### src/rtl/cpu_pipe_ctrl.sv
`default_nettype none
// ============================================================================
// Module      : cpu_pipe_ctrl
// Description : Control unit for the 4-stage pipelined 16-bit CPU
//               (fetch, decode, execute, rf writeback). Decodes the decode,
//               execute and writeback IRs. Drives every datapath load
//               enable, mux select and flush. Resolves writeback bypassing,
//               branch redirection and the cmp->branch flag hazard. Keeps
//               retired-instruction and taken-branch counters.
// Revision    : 1.0 - initial release
// ============================================================================
module cpu_pipe_ctrl #(
    parameter int          CNT_W  = 32,
    parameter logic [15:0] NOP_IR = 16'h0007
) (
    input  logic             clk,
    input  logic             reset,
    input  logic [15:0]      i_ir_decode,
    input  logic [15:0]      i_ir_execute,
    input  logic [15:0]      i_ir_rf_write,
    input  logic             i_n,
    input  logic             i_z,
    output logic             o_pc_ld,
    output logic             o_decode_pc_ld,
    output logic             o_decode_ir_ld,
    output logic [1:0]       o_pc_addr_sel,
    output logic             o_flush_w,
    output logic             o_flush_f,
    output logic             o_fwd_pc,
    output logic             o_execute_pc_ld,
    output logic             o_execute_ir_ld,
    output logic             o_rf_rx_rd,
    output logic             o_rf_ry_rd,
    output logic             o_rx_d_sel,
    output logic             o_ry_d_sel,
    output logic             o_rfwrite_pc_ld,
    output logic             o_rfwrite_ir_ld,
    output logic             o_rfx_wr_ld,
    output logic             o_rfy_wr_ld,
    output logic             o_alu_a_sel,
    output logic [1:0]       o_alu_b_sel,
    output logic             o_alu_op,
    output logic             o_alu_ld_n,
    output logic             o_alu_ld_z,
    output logic             o_alu_A_ld,
    output logic             o_rfx_wr_sel,
    output logic             o_rfy_wr_sel,
    output logic             o_ldst_addr_sel,
    output logic             o_ldst_wrdata_sel,
    output logic             o_rf_wr,
    output logic             o_rf_seven,
    output logic [2:0]       o_rf_sel,
    output logic [CNT_W-1:0] o_retired,
    output logic [CNT_W-1:0] o_taken
);

    // Opcodes
    localparam logic [3:0] c_OP_MV   = 4'd0;
    localparam logic [3:0] c_OP_ADD  = 4'd1;
    localparam logic [3:0] c_OP_SUB  = 4'd2;
    localparam logic [3:0] c_OP_CMP  = 4'd3;
    localparam logic [3:0] c_OP_LD   = 4'd4;
    localparam logic [3:0] c_OP_MVHI = 4'd6;
    localparam logic [3:0] c_OP_J    = 4'd8;
    localparam logic [3:0] c_OP_JZ   = 4'd9;
    localparam logic [3:0] c_OP_JN   = 4'd10;
    localparam logic [3:0] c_OP_CALL = 4'd12;

    // Regfile write-data source selects
    localparam logic [2:0] c_SEL_MV   = 3'd0;
    localparam logic [2:0] c_SEL_MVHI = 3'd1;
    localparam logic [2:0] c_SEL_ALU  = 3'd2;
    localparam logic [2:0] c_SEL_CALL = 3'd3;
    localparam logic [2:0] c_SEL_LD   = 3'd4;
    localparam logic [2:0] c_SEL_MVI  = 3'd5;

    // PC source selects
    localparam logic [1:0] c_PC_INC = 2'd0;
    localparam logic [1:0] c_PC_REG = 2'd1;
    localparam logic [1:0] c_PC_REL = 2'd2;

    // ALU operand B selects
    localparam logic [1:0] c_B_RY   = 2'd0;
    localparam logic [1:0] c_B_IMM  = 2'd1;
    localparam logic [1:0] c_B_BYP  = 2'd2;

    typedef enum logic [1:0] {
        S_RST   = 2'd0,
        S_FILL  = 2'd1,
        S_RUN   = 2'd2,
        S_STALL = 2'd3
    } state_t;

    state_t           r_state;
    state_t           w_next_state;
    logic             r_wb_bubble;
    logic [CNT_W-1:0] r_retired;
    logic [CNT_W-1:0] r_taken;

    // Instruction fields per stage
    logic [3:0] w_dec_op;
    logic [2:0] w_dec_rx;
    logic [2:0] w_dec_ry;
    logic [3:0] w_ex_op;
    logic       w_ex_imm;
    logic [2:0] w_ex_rx;
    logic [2:0] w_ex_ry;
    logic [3:0] w_wb_op;
    logic       w_wb_imm;
    logic [2:0] w_wb_rx;

    logic       w_stage_run;
    logic       w_wb_valid;
    logic       w_wb_writes;
    logic [2:0] w_wb_rf_sel;
    logic [2:0] w_wb_target;
    logic       w_byp_valid;
    logic       w_fwd_x;
    logic       w_fwd_y;
    logic       w_ex_is_jump;
    logic       w_flag_hazard;
    logic       w_taken;
    logic       w_retire;
    logic       w_unused_bits;

    assign w_dec_op = i_ir_decode[3:0];
    assign w_dec_rx = i_ir_decode[7:5];
    assign w_dec_ry = i_ir_decode[10:8];
    assign w_ex_op  = i_ir_execute[3:0];
    assign w_ex_imm = i_ir_execute[4];
    assign w_ex_rx  = i_ir_execute[7:5];
    assign w_ex_ry  = i_ir_execute[10:8];
    assign w_wb_op  = i_ir_rf_write[3:0];
    assign w_wb_imm = i_ir_rf_write[4];
    assign w_wb_rx  = i_ir_rf_write[7:5];

    assign w_unused_bits = ^{i_ir_decode[15:11], i_ir_decode[4], i_ir_execute[15:11]};

    // Decode and execute act only while the pipeline is streaming; in STALL
    // the execute IR is held and is evaluated on the following RUN cycle.
    assign w_stage_run = !reset && ((r_state == S_FILL) || (r_state == S_RUN));

    // Writeback is live in every running state except the bubble cycle
    // that follows a stall.
    assign w_wb_valid  = !reset && (r_state != S_RST) && !r_wb_bubble;

    // The hazard is judged from the decode/execute pair; the hold itself is
    // applied in the STALL state on the next cycle.
    assign w_flag_hazard = ((w_dec_op == c_OP_JZ) || (w_dec_op == c_OP_JN)) &&
                           ((w_ex_op == c_OP_ADD) || (w_ex_op == c_OP_SUB) ||
                            (w_ex_op == c_OP_CMP));

    // State register and post-stall bubble marker
    always_ff @(posedge clk) begin
        if (reset) begin
            r_state     <= S_RST;
            r_wb_bubble <= 1'b0;
        end else begin
            r_state     <= w_next_state;
            r_wb_bubble <= (r_state == S_STALL);
        end
    end

    // Next-state logic and pipeline register load enables
    always_comb begin
        w_next_state    = r_state;
        o_pc_ld         = 1'b0;
        o_decode_pc_ld  = 1'b0;
        o_decode_ir_ld  = 1'b0;
        o_execute_pc_ld = 1'b0;
        o_execute_ir_ld = 1'b0;
        o_rf_rx_rd      = 1'b0;
        o_rf_ry_rd      = 1'b0;
        o_rfwrite_pc_ld = 1'b0;
        o_rfwrite_ir_ld = 1'b0;
        o_rfx_wr_ld     = 1'b0;
        o_rfy_wr_ld     = 1'b0;
        o_flush_w       = 1'b0;
        if (reset) begin
            w_next_state = S_RST;
        end else begin
            case (r_state)
                S_RST: begin
                    o_pc_ld      = 1'b1;
                    w_next_state = S_FILL;
                end
                S_FILL, S_RUN: begin
                    o_pc_ld         = 1'b1;
                    o_decode_pc_ld  = 1'b1;
                    o_decode_ir_ld  = 1'b1;
                    o_execute_pc_ld = 1'b1;
                    o_execute_ir_ld = 1'b1;
                    o_rf_rx_rd      = 1'b1;
                    o_rf_ry_rd      = 1'b1;
                    o_rfwrite_pc_ld = 1'b1;
                    o_rfwrite_ir_ld = 1'b1;
                    o_rfx_wr_ld     = 1'b1;
                    o_rfy_wr_ld     = 1'b1;
                    if (r_state == S_FILL) begin
                        o_flush_w    = 1'b1;
                        w_next_state = S_RUN;
                    end else if (w_flag_hazard) begin
                        w_next_state = S_STALL;
                    end
                end
                S_STALL: begin
                    // Front stages hold; only the WB IR loads, taking the bubble.
                    o_rfwrite_ir_ld = 1'b1;
                    w_next_state    = S_RUN;
                end
                default: begin
                    w_next_state = S_RST;
                end
            endcase
        end
    end

    // Writeback decode: register-write class and write-data source
    always_comb begin
        w_wb_writes = 1'b0;
        w_wb_rf_sel = c_SEL_MV;
        case (w_wb_op)
            c_OP_MV: begin
                w_wb_writes = 1'b1;
                w_wb_rf_sel = w_wb_imm ? c_SEL_MVI : c_SEL_MV;
            end
            c_OP_MVHI: begin
                w_wb_writes = 1'b1;
                w_wb_rf_sel = c_SEL_MVHI;
            end
            c_OP_ADD, c_OP_SUB: begin
                w_wb_writes = 1'b1;
                w_wb_rf_sel = c_SEL_ALU;
            end
            c_OP_CALL: begin
                w_wb_writes = 1'b1;
                w_wb_rf_sel = c_SEL_CALL;
            end
            c_OP_LD: begin
                w_wb_writes = 1'b1;
                w_wb_rf_sel = c_SEL_LD;
            end
            default: begin
                w_wb_writes = 1'b0;
            end
        endcase
    end

    assign w_byp_valid = w_wb_valid && w_wb_writes;
    assign w_wb_target = (w_wb_op == c_OP_CALL) ? 3'd7 : w_wb_rx;
    assign o_rf_wr     = w_byp_valid;
    assign o_rf_seven  = w_byp_valid && (w_wb_op == c_OP_CALL);
    assign o_rf_sel    = w_wb_valid ? w_wb_rf_sel : c_SEL_MV;
    assign w_retire    = w_wb_valid && (i_ir_rf_write != NOP_IR);

    assign w_fwd_x      = w_byp_valid && (w_ex_rx == w_wb_target);
    assign w_fwd_y      = w_byp_valid && (w_ex_ry == w_wb_target);
    assign w_ex_is_jump = (w_ex_op == c_OP_J)  || (w_ex_op == c_OP_JZ) ||
                          (w_ex_op == c_OP_JN) || (w_ex_op == c_OP_CALL);

    // Decode/execute bypass selects, ALU control and branch resolution
    always_comb begin
        o_rx_d_sel        = 1'b0;
        o_ry_d_sel        = 1'b0;
        o_alu_a_sel       = 1'b0;
        o_alu_b_sel       = c_B_RY;
        o_rfx_wr_sel      = 1'b0;
        o_rfy_wr_sel      = 1'b0;
        o_ldst_addr_sel   = 1'b0;
        o_ldst_wrdata_sel = 1'b0;
        o_fwd_pc          = 1'b0;
        o_alu_op          = 1'b0;
        o_alu_ld_n        = 1'b0;
        o_alu_ld_z        = 1'b0;
        o_alu_A_ld        = 1'b0;
        o_pc_addr_sel     = c_PC_INC;
        o_flush_f         = 1'b0;
        w_taken           = 1'b0;
        if (w_stage_run) begin
            o_rx_d_sel        = w_byp_valid && (w_dec_rx == w_wb_target);
            o_ry_d_sel        = w_byp_valid && (w_dec_ry == w_wb_target);
            o_alu_a_sel       = w_fwd_x;
            // An immediate operand always wins over the bypass path.
            o_alu_b_sel       = w_ex_imm ? c_B_IMM : (w_fwd_y ? c_B_BYP : c_B_RY);
            o_rfx_wr_sel      = w_fwd_x;
            o_rfy_wr_sel      = w_fwd_y;
            o_ldst_addr_sel   = w_fwd_y;
            o_ldst_wrdata_sel = w_fwd_x;
            o_fwd_pc          = w_ex_is_jump && !w_ex_imm && w_fwd_x;
            case (w_ex_op)
                c_OP_ADD: begin
                    o_alu_ld_n = 1'b1;
                    o_alu_ld_z = 1'b1;
                    o_alu_A_ld = 1'b1;
                end
                c_OP_SUB: begin
                    o_alu_op   = 1'b1;
                    o_alu_ld_n = 1'b1;
                    o_alu_ld_z = 1'b1;
                    o_alu_A_ld = 1'b1;
                end
                c_OP_CMP: begin
                    o_alu_op   = 1'b1;
                    o_alu_ld_n = 1'b1;
                    o_alu_ld_z = 1'b1;
                end
                c_OP_J, c_OP_CALL: begin
                    w_taken = 1'b1;
                end
                c_OP_JZ: begin
                    w_taken = i_z;
                end
                c_OP_JN: begin
                    w_taken = i_n;
                end
                default: begin
                    w_taken = 1'b0;
                end
            endcase
            if (w_taken) begin
                o_flush_f     = 1'b1;
                o_pc_addr_sel = w_ex_imm ? c_PC_REL : c_PC_REG;
            end
        end
    end

    // Performance counters, free-running with natural wrap
    always_ff @(posedge clk) begin
        if (reset) begin
            r_retired <= '0;
            r_taken   <= '0;
        end else begin
            if (w_retire) begin
                r_retired <= r_retired + CNT_W'(1);
            end
            if (w_taken) begin
                r_taken <= r_taken + CNT_W'(1);
            end
        end
    end

    assign o_retired = r_retired;
    assign o_taken   = r_taken;

endmodule
`default_nettype wire

### config.mk
export PLATFORM = sky130hd
export DESIGN_NAME = cpu_pipe_ctrl
export DESIGN_NICKNAME = d
export VERILOG_FILES = /design/src/rtl/cpu_pipe_ctrl.sv
export SDC_FILE = /design/constraint.sdc
export NUM_CORES = 1
export LEC_CHECK = 0
export ABC_AREA = 0
export BUFFER_PORTS_ARGS = -buffer_cell sky130_fd_sc_hd__buf_2
export CAP_MARGIN = 20
export CORE_ASPECT_RATIO = 1.4
export CORE_UTILIZATION = 40
export DETAILED_ROUTE_END_ITERATION = 6
export GPL_ROUTABILITY_DRIVEN = 0
export PLACE_DENSITY = 0.67
export SLEW_MARGIN = 10
export SYNTH_ARGS = -nofsm -noshare
export SYNTH_HDL_FRONTEND = slang
export SYNTH_SLANG_ARGS = --single-unit
export TNS_END_PERCENT = 20
### constraint.sdc
create_clock -name clk -period 7.7 [get_ports clk]
set_clock_uncertainty 0.2 [all_clocks]
set_input_delay 1.155 -clock clk [delete_from_list [all_inputs] [get_ports clk]]
set_output_delay 1.155 -clock clk [all_outputs]
set_load 0.1 [all_outputs]
==> qor.tcl, run 1 <==
set qor(status) {finished, final reports clean}
set qor(post_synth_inst_count) 494
set qor(post-cts-setup-buffers) 0
set qor(clock.fmax_mhz) 197
set qor(crit_type) {in2out}
set qor(drive_gt1_frac) 0.272
set qor(yosys_warnings) 0
set qor(total_power_per_unit_cell_area_mw_per_mm2) 240
set qor(timing.final.setup_violations) 0
set qor(yosys_register_bits) 67
set qor(area_growth_syn_to_layout_pct) 24.0
set qor(routed_wire_length_per_instance_microns) 14.6
set qor(slew_headroom) 0.286
set qor(postSynth.asyncResetShare) 0
set qor(num_vias) 4007
set qor(grt_start_max_net_pins) 77
set qor(routed_wirelength_microns) 10600
set qor(floorplan.initialDensity) 0.414
set qor(final_min_period_over_clock_period) 0.658
set qor(power.leakage_uw) 0.00197
set qor(nNetsFinal) 671
set qor(synthesis.nets) 554
set qor(clock-sinks) 67
set qor(crit_fanout) 76
set qor(cts.clk_slew.worst_paths_ns) 0.05
set qor(dominantRegCellSynth) {sky130_fd_sc_hd__dfxtp_1}
set qor(cts_inserted_buffers) 9
set qor(grt_overflow) 0
set qor(timing_hold_violations_final) 0
set qor(die-height_microns) 119
set qor(final_critical_path_setup_slack_ns) 2.63
set qor(dr.pass1.iters) 4
set qor(ir_worst_vdd_v) 0.000120
set qor(cts_root_buf) {sky130_fd_sc_hd__clkbuf_16}
set qor(post_synth.cell_area_avg_sq_um) 7.93
set qor(post-dp-hpwl_microns) 7800
set qor(drc) 0
set qor(antenna_cells) 0
set qor(synthesis.area_sq_mm) 0.00392
set qor(critical_path.endpoint_type) {output pin}
set qor(cap_violations) 0
set qor(htree_num_levels) 3
set qor(hold_buffers) 0
set qor(resized_cells_post_cts) 0
set qor(cts_max_path_buffers) 2
set qor(preCtsSetupSlack_ns) 2.57
set qor(unique_masters_post_synth) 50
set qor(hold_class) {reg2reg}
set qor(floorplan.core_area_sq_mm) 0.00946
set qor(rsz0062_at_grt) {no}
set qor(synth_sequential_area_ratio) 0.342
set qor(antenna_found_initial) 0
set qor(clk_latency_ns) 0.33
set qor(first_global_vias) 3694
set qor(worst_ep_arrival_time_ns) 3.71
set qor(rows) 42
set qor(worst_slew_pin_slew_ns) 1.07
set qor(slew_viol_final) 0
set qor(port_buffers) 138
set qor(synth_enable_flop_cells) 0
set qor(groute.usage.overall) 0.210
set qor(required_ns) 6.34
set qor(post_drt_via_cell_ratio) 5.53
set qor(fin_crit_period_ns) 5.07
set qor(wire_length_of_the_first_global_routing_pass_microns) 17100
set qor(die-width_microns) 85.6
set qor(power.total_uw) 1170
set qor(dieArea_sq_mm) 0.0102
set qor(setup.worst_path.start_class) {primary input}
set qor(tritoncts_clock_tree) {yes}
set qor(antenna_left) 0
set qor(ios) 150
set qor(final_core_utilization) 0.513
set qor(detail_route.iter0.violations) 265
==> critical path, stage by stage <==
cell and delay, ns:
sky130_fd_sc_hd__buf_2 0.10, sky130_fd_sc_hd__buf_4 0.31, sky130_fd_sc_hd__nand3b_1 0.34, sky130_fd_sc_hd__a211oi_2 0.82, sky130_fd_sc_hd__nor2_1 0.28, sky130_fd_sc_hd__inv_1 0.13, sky130_fd_sc_hd__and2_1 0.14, sky130_fd_sc_hd__buf_2 0.42
==> cell usage in the layout (no fill, tap or decap), types with 5 or more instances in the layout <==
cell type / instances
sky130_fd_sc_hd__buf_2: 138
sky130_fd_sc_hd__dfxtp_1: 67
sky130_fd_sc_hd__nor2_1: 56
sky130_fd_sc_hd__nand2_1: 38
sky130_fd_sc_hd__a21oi_1: 28
sky130_fd_sc_hd__o21ai_0: 26
sky130_fd_sc_hd__xor2_1: 23
sky130_fd_sc_hd__xnor2_1: 21
sky130_fd_sc_hd__nand3_1: 21
sky130_fd_sc_hd__nor3_1: 19
sky130_fd_sc_hd__nor4_1: 17
sky130_fd_sc_hd__or3_1: 15
sky130_fd_sc_hd__inv_1: 14
sky130_fd_sc_hd__nand4_1: 13
sky130_fd_sc_hd__or4_1: 9
sky130_fd_sc_hd__clkbuf_16: 9
sky130_fd_sc_hd__and3_1: 8
sky130_fd_sc_hd__o31ai_1: 8
sky130_fd_sc_hd__ha_1: 8
sky130_fd_sc_hd__o2111ai_1: 7
sky130_fd_sc_hd__and4_1: 6
sky130_fd_sc_hd__and2_1: 5
sky130_fd_sc_hd__o211ai_1: 5
==> flip-flops by register name, indices dropped and copies added (netlist names) <==
name / flops
o_retired: 32
o_taken: 32
r_state: 2
r_wb_bubble: 1
==> cells in the mapped netlist (12+ instances only) <==
cell type / instances / area [sq um]
sky130_fd_sc_hd__xor2_1: 23 / 201
sky130_fd_sc_hd__or3_1: 15 / 93.8
sky130_fd_sc_hd__inv_1: 14 / 52.6
sky130_fd_sc_hd__a21oi_1: 28 / 140
sky130_fd_sc_hd__xnor2_1: 21 / 184
sky130_fd_sc_hd__nor4_1: 17 / 106
sky130_fd_sc_hd__nand4_1: 13 / 81.3
sky130_fd_sc_hd__nand2_1: 38 / 143
sky130_fd_sc_hd__nand3_1: 21 / 105
sky130_fd_sc_hd__nor3_1: 19 / 95.1
sky130_fd_sc_hd__clkbuf_1: 18 / 67.6
sky130_fd_sc_hd__nor2_1: 56 / 210
sky130_fd_sc_hd__dfxtp_1: 67 / 1340
sky130_fd_sc_hd__buf_4: 12 / 90.1
sky130_fd_sc_hd__o21ai_0: 26 / 130
==> per-layer routing <==
metal / share of wire / vias up / track usage
li1: - / 2014 / -
met1: 0.41 / 1843 / 0.231
met2: 0.51 / 138 / 0.384
met3: 0.062 / 12 / 0.0499
met4: 0.016 / 0 / 0.0781
met5: 0 / - / 0
==> metrics by stage <==
stage / hold slack, ns / cells / TNS, ns / cell area, sq um
floorplan: 0.346 / 494 / -0.00541 / 3920
global placement: 0.260 / 710 / 0 / 4580
detailed placement: 0.284 / 710 / 0 / 4580
CTS: 0.291 / 725 / 0 / 4860
global route: 0.314 / 725 / 0 / 4860
finish: 0.294 / 725 / 0 / 4860
==> power breakdown <==
group,internal [uW],switching [uW]
sequential,356,9.33
clock,241,146
combinational,68.5,345
total,666,500
==> cells by family (layout without fill, tap and decap cells) <==
group                    after synthesis  after routing  synth area share
AO/OA/AOI/OAI                         91             91             0.144
XOR/XNOR                              44             44            0.0984
flip-flops                            67             67             0.342
multiplexers                           3              3           0.00799
adder cells (fa/ha/maj)                8              8            0.0256
AND/OR/NAND/NOR                      233            233             0.321
buffers and inverters                 48            169            0.0601
==> worst paths after layout <==
check                   start          endpoint  slack [ns]  cells past startpoint
hold / removal    o_taken[31]       o_taken[31]        0.29                      2
hold reg to reg   o_taken[31]       o_taken[31]        0.29                      2
setup / recovery        reset  o_pc_addr_sel[1]        2.63                      8
setup reg to reg   r_state[0]       o_taken[30]        4.17                      7
==> area by class of cell <==
type                       count  area (sq um)
sequential                    67          1340
timing repair buffer         140           706
tap                          110           138
multi-input combinational    379          2340
fill                         945          4600
inverter                      14          52.6
clock buffer                  13           270
clock inverter                 2          10.0
No activity file was read; power rests on OpenSTA's default activity.
==> run 2, diff against run 1 <==
--- a/config.mk
+++ b/config.mk
@@ -5,14 +5,14 @@
 export SDC_FILE = /design/constraint.sdc
 export NUM_CORES = 1
 export LEC_CHECK = 0
-export ABC_AREA = 0
+export ABC_AREA = 1
 export BUFFER_PORTS_ARGS = -buffer_cell sky130_fd_sc_hd__buf_2
 export CAP_MARGIN = 20
 export CORE_ASPECT_RATIO = 1.4
 export CORE_UTILIZATION = 40
 export DETAILED_ROUTE_END_ITERATION = 6
 export GPL_ROUTABILITY_DRIVEN = 0
-export PLACE_DENSITY = 0.67
+export PLACE_DENSITY = 0.65
 export SLEW_MARGIN = 10
 export SYNTH_ARGS = -nofsm -noshare
 export SYNTH_HDL_FRONTEND = slang
==> constraint.sdc (replaced) <==
create_clock -name clk -period 4.8 [get_ports clk]
set_clock_uncertainty 0.2 [all_clocks]
set_input_delay 0.72 -clock clk [delete_from_list [all_inputs] [get_ports clk]]
set_output_delay 0.72 -clock clk [all_outputs]
set_load 0.1 [all_outputs]
==> run 2 against run 1 <==
Compared with the run above:
- hold slack improved by 0.010 ns
- routed wire length up 19%
- total power up 69%
- global-route usage up 0.34 points
- die area increased by 19%
- synthesized cell count up 60%
- sequential share of layout area fell by 4.0 points
- critical path type is now reg2out
- largest cell class unchanged
==> qor.tcl, run 2 <==
set qor(synthMuxAreaShare) 0
set qor(clock.fmax_mhz) 274
set qor(synthTopCellsByArea) {sky130_fd_sc_hd__dfxtp_1 (29%), sky130_fd_sc_hd__nand2_1 (20%), sky130_fd_sc_hd__nor2_1 (14%)}
set qor(synth_enable_flop_cells) 0
set qor(htree_num_levels) 3
set qor(post_synth_inst_count) 791
set qor(synth_top_area_frac) 0.287
set qor(cts_root_buf) {sky130_fd_sc_hd__clkbuf_16}
set qor(grt_start_max_net_pins) 27
set qor(filler_cell_count) 1265
set qor(preCtsSetupSlack_ns) 1.14
set qor(num_vias) 5082
set qor(critical_path.endpoint_type) {output pin}
set qor(dominantRegCellSynth) {sky130_fd_sc_hd__dfxtp_1}
set qor(clock-sinks) 67
set qor(dieArea_sq_mm) 0.0121
set qor(port_buffers) 138
set qor(postSynth.asyncResetShare) 0
set qor(post_drt_via_cell_ratio) 4.78
set qor(post-cts-setup-buffers) 0
set qor(first_global_vias) 4490
set qor(antenna_cells) 0
set qor(total_power_per_unit_cell_area_mw_per_mm2) 347
set qor(routed_wirelength_microns) 12600
set qor(timing.final.setup_violations) 0
set qor(cts_max_path_buffers) 2
set qor(synth-compound-area-share) 0.0595
set qor(post-place-cells) 1049
set qor(slowest_stage) {sky130_fd_sc_hd__nor3_4}
set qor(worst-path-buf-inv) 2
set qor(cts.clk_slew.worst_paths_ns) 0.05
set qor(ir_worst_vdd_v) 0.000344
set qor(setup.worst_path.start_class) {flip-flop}
set qor(cpPeakStageDelay_ns) 0.60
set qor(path_delay_family) {simple AND/OR/NAND/NOR gates}
set qor(die-width_microns) 93.3
set qor(area.sequential_sq_mm) 0.00134
set qor(resized_cells_post_cts) 0
set qor(crit_type) {reg2out}
set qor(multi_input_area_sq_mm) 0.00279
set qor(grt_overflow) 0
set qor(ys_top_cells_by_count) {sky130_fd_sc_hd__nand2_1 (247), sky130_fd_sc_hd__nor2_1 (168), sky130_fd_sc_hd__inv_1 (92), sky130_fd_sc_hd__dfxtp_1 (67), sky130_fd_sc_hd__nand3_1 (44)}
set qor(yosys_register_bits) 67
set qor(cap_violations) 0
set qor(synth_simple_gate_area_frac) 0.487
set qor(synthesis.area_sq_mm) 0.00467
set qor(required_ns) 3.88
set qor(synth-adder-area-share) 0.0214
set qor(clk_latency_ns) 0.33
set qor(timing.hold.ws_ns) 0.304
set qor(rows) 46
set qor(post-dp-hpwl_microns) 9660
set qor(ios) 150
set qor(synth_sequential_area_ratio) 0.287
set qor(mostFrequentLayoutCell) {sky130_fd_sc_hd__nand2_1}
set qor(layout.cells.non_filler) 1064
set qor(cell_by_cell_listing_of_the_critical_path) {inv_1, ha_1, nor3_4, nand3_1, nor3_1, buf_2}
set qor(floorplan.core_area_sq_mm) 0.0113
set qor(detail_route.iter0.violations) 197
set qor(rsz0062_at_grt) {no}
set qor(routed_wire_length_per_instance_microns) 11.8
set qor(groute.usage.overall) 0.213
set qor(slew_headroom) 0.530
set qor(synth_top_family_by_area) {simple AND/OR/NAND/NOR gates}
set qor(post-synth-top-count-cell) {sky130_fd_sc_hd__nand2_1}
set qor(die-height_microns) 130
set qor(final_min_period_over_clock_period) 0.760
set qor(layout_common_cells) {sky130_fd_sc_hd__nand2_1 (247), sky130_fd_sc_hd__nor2_1 (168), sky130_fd_sc_hd__buf_2 (138)}
set qor(crit_fanout) 13
set qor(tritoncts_clock_tree) {yes}
set qor(nNetsFinal) 976
set qor(post_synth.cell_area_avg_sq_um) 5.90
set qor(timing_hold_violations_final) 0
set qor(floorplan.initialDensity) 0.412
set qor(worst_ep_arrival_time_ns) 2.73
set qor(cts_inserted_buffers) 9
set qor(area_growth_syn_to_layout_pct) 21.4
set qor(final_critical_path_setup_slack_ns) 1.15
set qor(drive_gt1_frac) 0.207
set qor(hold_buffers) 0
set qor(antenna_found_initial) 0
set qor(drc) 0
set qor(dr.pass1.iters) 4
set qor(finalSetupTns_ns) 0
set qor(slew_viol_final) 0
set qor(worst_slew_pin_slew_ns) 0.703
set qor(antenna_left) 0
set qor(wire_length_of_the_first_global_routing_pass_microns) 20700
set qor(yosys_warnings) 0
set qor(power.leakage_uw) 0.00260
set qor(fin_crit_period_ns) 3.65
set qor(synthDominantAreaCellType) {sky130_fd_sc_hd__dfxtp_1}
set qor(unique_masters_post_synth) 36
set qor(synthXorXnorAreaFrac) 0.0281
set qor(synthesis.nets) 851
set qor(hold_class) {reg2reg}
set qor(status) {finished, final reports clean}
run 2: where the power goes:
part	internal, uW	total (uW)	leakage (uW)	switching (uW)
combinational	114	717	0.00192	602
sequential	571	587	0.000540	15.6
clock	414	661	0.000142	248
run 2: logic make-up after synthesis:
kind of cell               after synthesis
and+or+nand+nor                        530
buffers and inverters                  122
DFF                                     67
AOI/OAI and AO/OA                       49
xor gates and xnor gates                15
adders and majority gates                8
run 2: metal layers:
metal | part of all wire | vias up | GRT usage
met5 | 0 | - | 0
met4 | 0.028 | 0 | 0.0932
met3 | 0.034 | 30 | 0.0361
met2 | 0.51 | 114 | 0.387
met1 | 0.43 | 2246 | 0.245
li1 | - | 2692 | -
run 2: through the flow:
| step | instance area [sq um] | total power (uW) | utilization |
|---|---|---|---|
| after global placement | 5370 | 1320 | 0.474 |
| after floorplan | 4670 | 1260 | - |
| final | 5670 | 1960 | 0.500 |
| after detailed placement | 5370 | 1320 | 0.474 |
| after CTS | 5670 | 1990 | 0.500 |
| after global routing | 5670 | 2060 | 0.500 |
run 2: path summary, 6_finish.rpt:
check                           startpoint          end  slack (ns)  cells past startpoint
worst max-delay path            r_state[0]     o_fwd_pc        1.15                      6
worst min-delay path            o_taken[1]   o_taken[1]        0.30                      2
worst max register to register  r_state[0]  o_taken[13]        2.39                      9
worst min register to register  o_taken[1]   o_taken[1]        0.30                      2
run 2: worst reg2reg max path, delay by kind of cell (launching register included):
family	cells	cell delay, ns
fa+ha+maj	1	0.30
buf+inv	3	0.34
flops	1	0.39
simple gates	4	0.50
compound gates	1	0.55
run 2: cell type report:
cell class / instances / share of cell area
multi-input cells: 602 / 0.492
flip-flops and latches: 67 / 0.237
repair buffers: 140 / 0.125
inverters: 96 / 0.0636
clock buffers: 11 / 0.0428
well taps: 144 / 0.0318
clock inverters: 4 / 0.00905
==> run 3, diff against run 2 <==
--- a/config.mk
+++ b/config.mk
@@ -12,7 +12,7 @@
 export CORE_UTILIZATION = 40
 export DETAILED_ROUTE_END_ITERATION = 6
 export GPL_ROUTABILITY_DRIVEN = 0
-export PLACE_DENSITY = 0.65
+export PLACE_DENSITY = 0.68
 export SLEW_MARGIN = 10
 export SYNTH_ARGS = -nofsm -noshare
 export SYNTH_HDL_FRONTEND = slang
==> constraint.sdc (replaced) <==
create_clock -name clk -period 3.2 [get_ports clk]
set_clock_uncertainty 0.2 [all_clocks]
set_input_delay 0.48 -clock clk [delete_from_list [all_inputs] [get_ports clk]]
set_output_delay 0.48 -clock clk [all_outputs]
set_load 0.1 [all_outputs]
==> run 3 against run 2 <==
Compared with the run above:
- core utilization rose by 1.8 points
- critical path depth rose by 1
- worst setup slack got worse by 1.0 ns
- final cell count rose by 0.19%
- total power rose by 47%
- first-iteration DRC count fell by 27%
- sequential share of layout area fell by 0.83 points
- sequential power rose by 50%
- register-to-register slack got worse by 1.6 ns
- die area did not move
- sequential cell count did not move
- cell area rose by 3.6%
- critical path type unchanged
- largest cell class unchanged
==> qor.tcl, run 3 (synthesis gave the netlist of run 2 again) <==
set qor(status) {finished, final reports clean}
set qor(tritoncts_clock_tree) {yes}
set qor(slew_headroom) 0.658
set qor(drc) 0
set qor(clk_latency_ns) 0.32
set qor(timing_hold_violations_final) 0
set qor(seq_power_share) 0.306
set qor(timing.final.setup_violations) 0
set qor(slew_viol_final) 0
set qor(floorplan.core_area_sq_mm) 0.0113
set qor(cts.clk_slew.worst_paths_ns) 0.05
set qor(antenna_found_initial) 0
set qor(mostFrequentLayoutCell) {sky130_fd_sc_hd__nand2_1}
set qor(antenna_left) 0
set qor(setup.worst_path.start_class) {flip-flop}
set qor(ir_worst_vdd_v) 0.000541
set qor(final_critical_path_setup_slack_ns) 0.145
set qor(required_ns) 2.52
set qor(total_power_per_unit_cell_area_mw_per_mm2) 491
set qor(cts_max_path_buffers) 2
set qor(power.share.switching) 0.449
set qor(crit_fanout) 15
set qor(htree_num_levels) 3
set qor(rows) 46
set qor(cts_root_buf) {sky130_fd_sc_hd__clkbuf_16}
set qor(dieArea_sq_mm) 0.0121
set qor(clock_power_share) 0.309
set qor(antenna_cells) 0
set qor(routed_wirelength_microns) 13200
set qor(grt_overflow) 0
set qor(comb_power_share) 0.385
set qor(grt_start_max_net_pins) 28
set qor(hold_class) {reg2reg}
set qor(final_min_period_over_clock_period) 0.955
set qor(area_growth_syn_to_layout_pct) 25.8
set qor(num_vias) 5066
set qor(post_drt_via_cell_ratio) 4.75
set qor(worst_slew_pin_slew_ns) 0.516
set qor(p_switching_uw) 1290
set qor(cap_violations) 0
set qor(post-cts-setup-buffers) 0
set qor(layout_common_cells) {sky130_fd_sc_hd__nand2_1 (247), sky130_fd_sc_hd__nor2_1 (166), sky130_fd_sc_hd__buf_2 (125)}
set qor(wire_length_of_the_first_global_routing_pass_microns) 21700
set qor(ios) 150
set qor(preCtsSetupSlack_ns) 0.408
set qor(nNetsFinal) 978
set qor(groute.usage.overall) 0.227
set qor(port_buffers) 138
set qor(routed_wire_length_per_instance_microns) 12.4
set qor(post-dp-hpwl_microns) 10300
set qor(worst_ep_arrival_time_ns) 2.37
set qor(stdcell_area_sq_mm) 0.00587
set qor(first_global_vias) 4678
set qor(power.leakage_uw) 0.00264
set qor(crit_type) {reg2out}
set qor(drive_gt1_frac) 0.211
set qor(internal-power_uw) 1590
set qor(hold_buffers) 0
set qor(clock.fmax_mhz) 327
set qor(floorplan.initialDensity) 0.412
set qor(rsz0062_at_grt) {no}
set qor(filler_cell_count) 1200
set qor(detail_route.iter0.violations) 144
set qor(resized_cells_post_cts) 0
set qor(fin_crit_period_ns) 3.05
set qor(postPlaceCellArea_sq_mm) 0.00561
set qor(critical_path.endpoint_type) {output pin}
set qor(cts_inserted_buffers) 9
set qor(die-height_microns) 130
set qor(clock-sinks) 67
set qor(dr.pass1.iters) 4
set qor(die-width_microns) 93.3
==> run 3: path summary, 6_finish.rpt <==
path	from	endpoint	slack, ns	cells after the start
worst max register to register	r_state[0]	o_taken[10]	0.76	10
worst max-delay path	r_state[0]	o_ldst_wrdata_sel	0.15	7
worst min register to register	o_taken[1]	o_taken[1]	0.31	2
worst min-delay path	o_taken[1]	o_taken[1]	0.31	2
==> run 3: cell type report <==
cell class | count | area [sq um] | share of cell area
clock buffer | 13 | 250 | 0.0426
clock inverter | 2 | 12.5 | 0.00213
inverter | 96 | 360 | 0.0614
multi-input combinational | 602 | 2810 | 0.479
sequential | 67 | 1340 | 0.228
tap | 144 | 180 | 0.0307
timing repair buffer | 142 | 916 | 0.156
==> run 3: through the flow <==
stage | cells | util | hold WS, ns | total power, uW | TNS (ns)
after floorplan | 791 | - | 0.297 | 1900 | -4.51
after global placement | 1051 | 0.495 | 0.289 | 2010 | 0
after detailed placement | 1051 | 0.495 | 0.297 | 2010 | 0
after CTS | 1066 | 0.518 | 0.308 | 2910 | 0
after global routing | 1066 | 0.518 | 0.329 | 3000 | 0
final | 1066 | 0.518 | 0.307 | 2880 | 0
==> run 3: worst max-delay path: stages, from the launching register on <==
cell,delay [ns]
sky130_fd_sc_hd__dfxtp_1,0.40
sky130_fd_sc_hd__inv_1,0.10
sky130_fd_sc_hd__ha_1,0.30
sky130_fd_sc_hd__inv_1,0.09
sky130_fd_sc_hd__nor2_8,0.22
sky130_fd_sc_hd__nand3_1,0.31
sky130_fd_sc_hd__nor2_2,0.40
sky130_fd_sc_hd__buf_12,0.22
==> run 3: per-layer routing <==
layer	share of wire	vias to the layer above	wire length, microns	global-route usage
li1	-	2698	-	-
met1	0.40	2225	5340	0.244
met2	0.54	124	7130	0.435
met3	0.039	19	513	0.0425
met4	0.019	0	246	0.0860
met5	0	-	0	0
==> run 3: power groups by stage <==
stage / clock network (uW) / registers [uW] / logic (uW)
after global placement: 0 / 898 / 1110
after detailed placement: 0 / 899 / 1110
after CTS: 917 / 881 / 1120
after floorplan: 0 / 960 / 937
after global routing: 953 / 884 / 1170
final: 891 / 881 / 1110
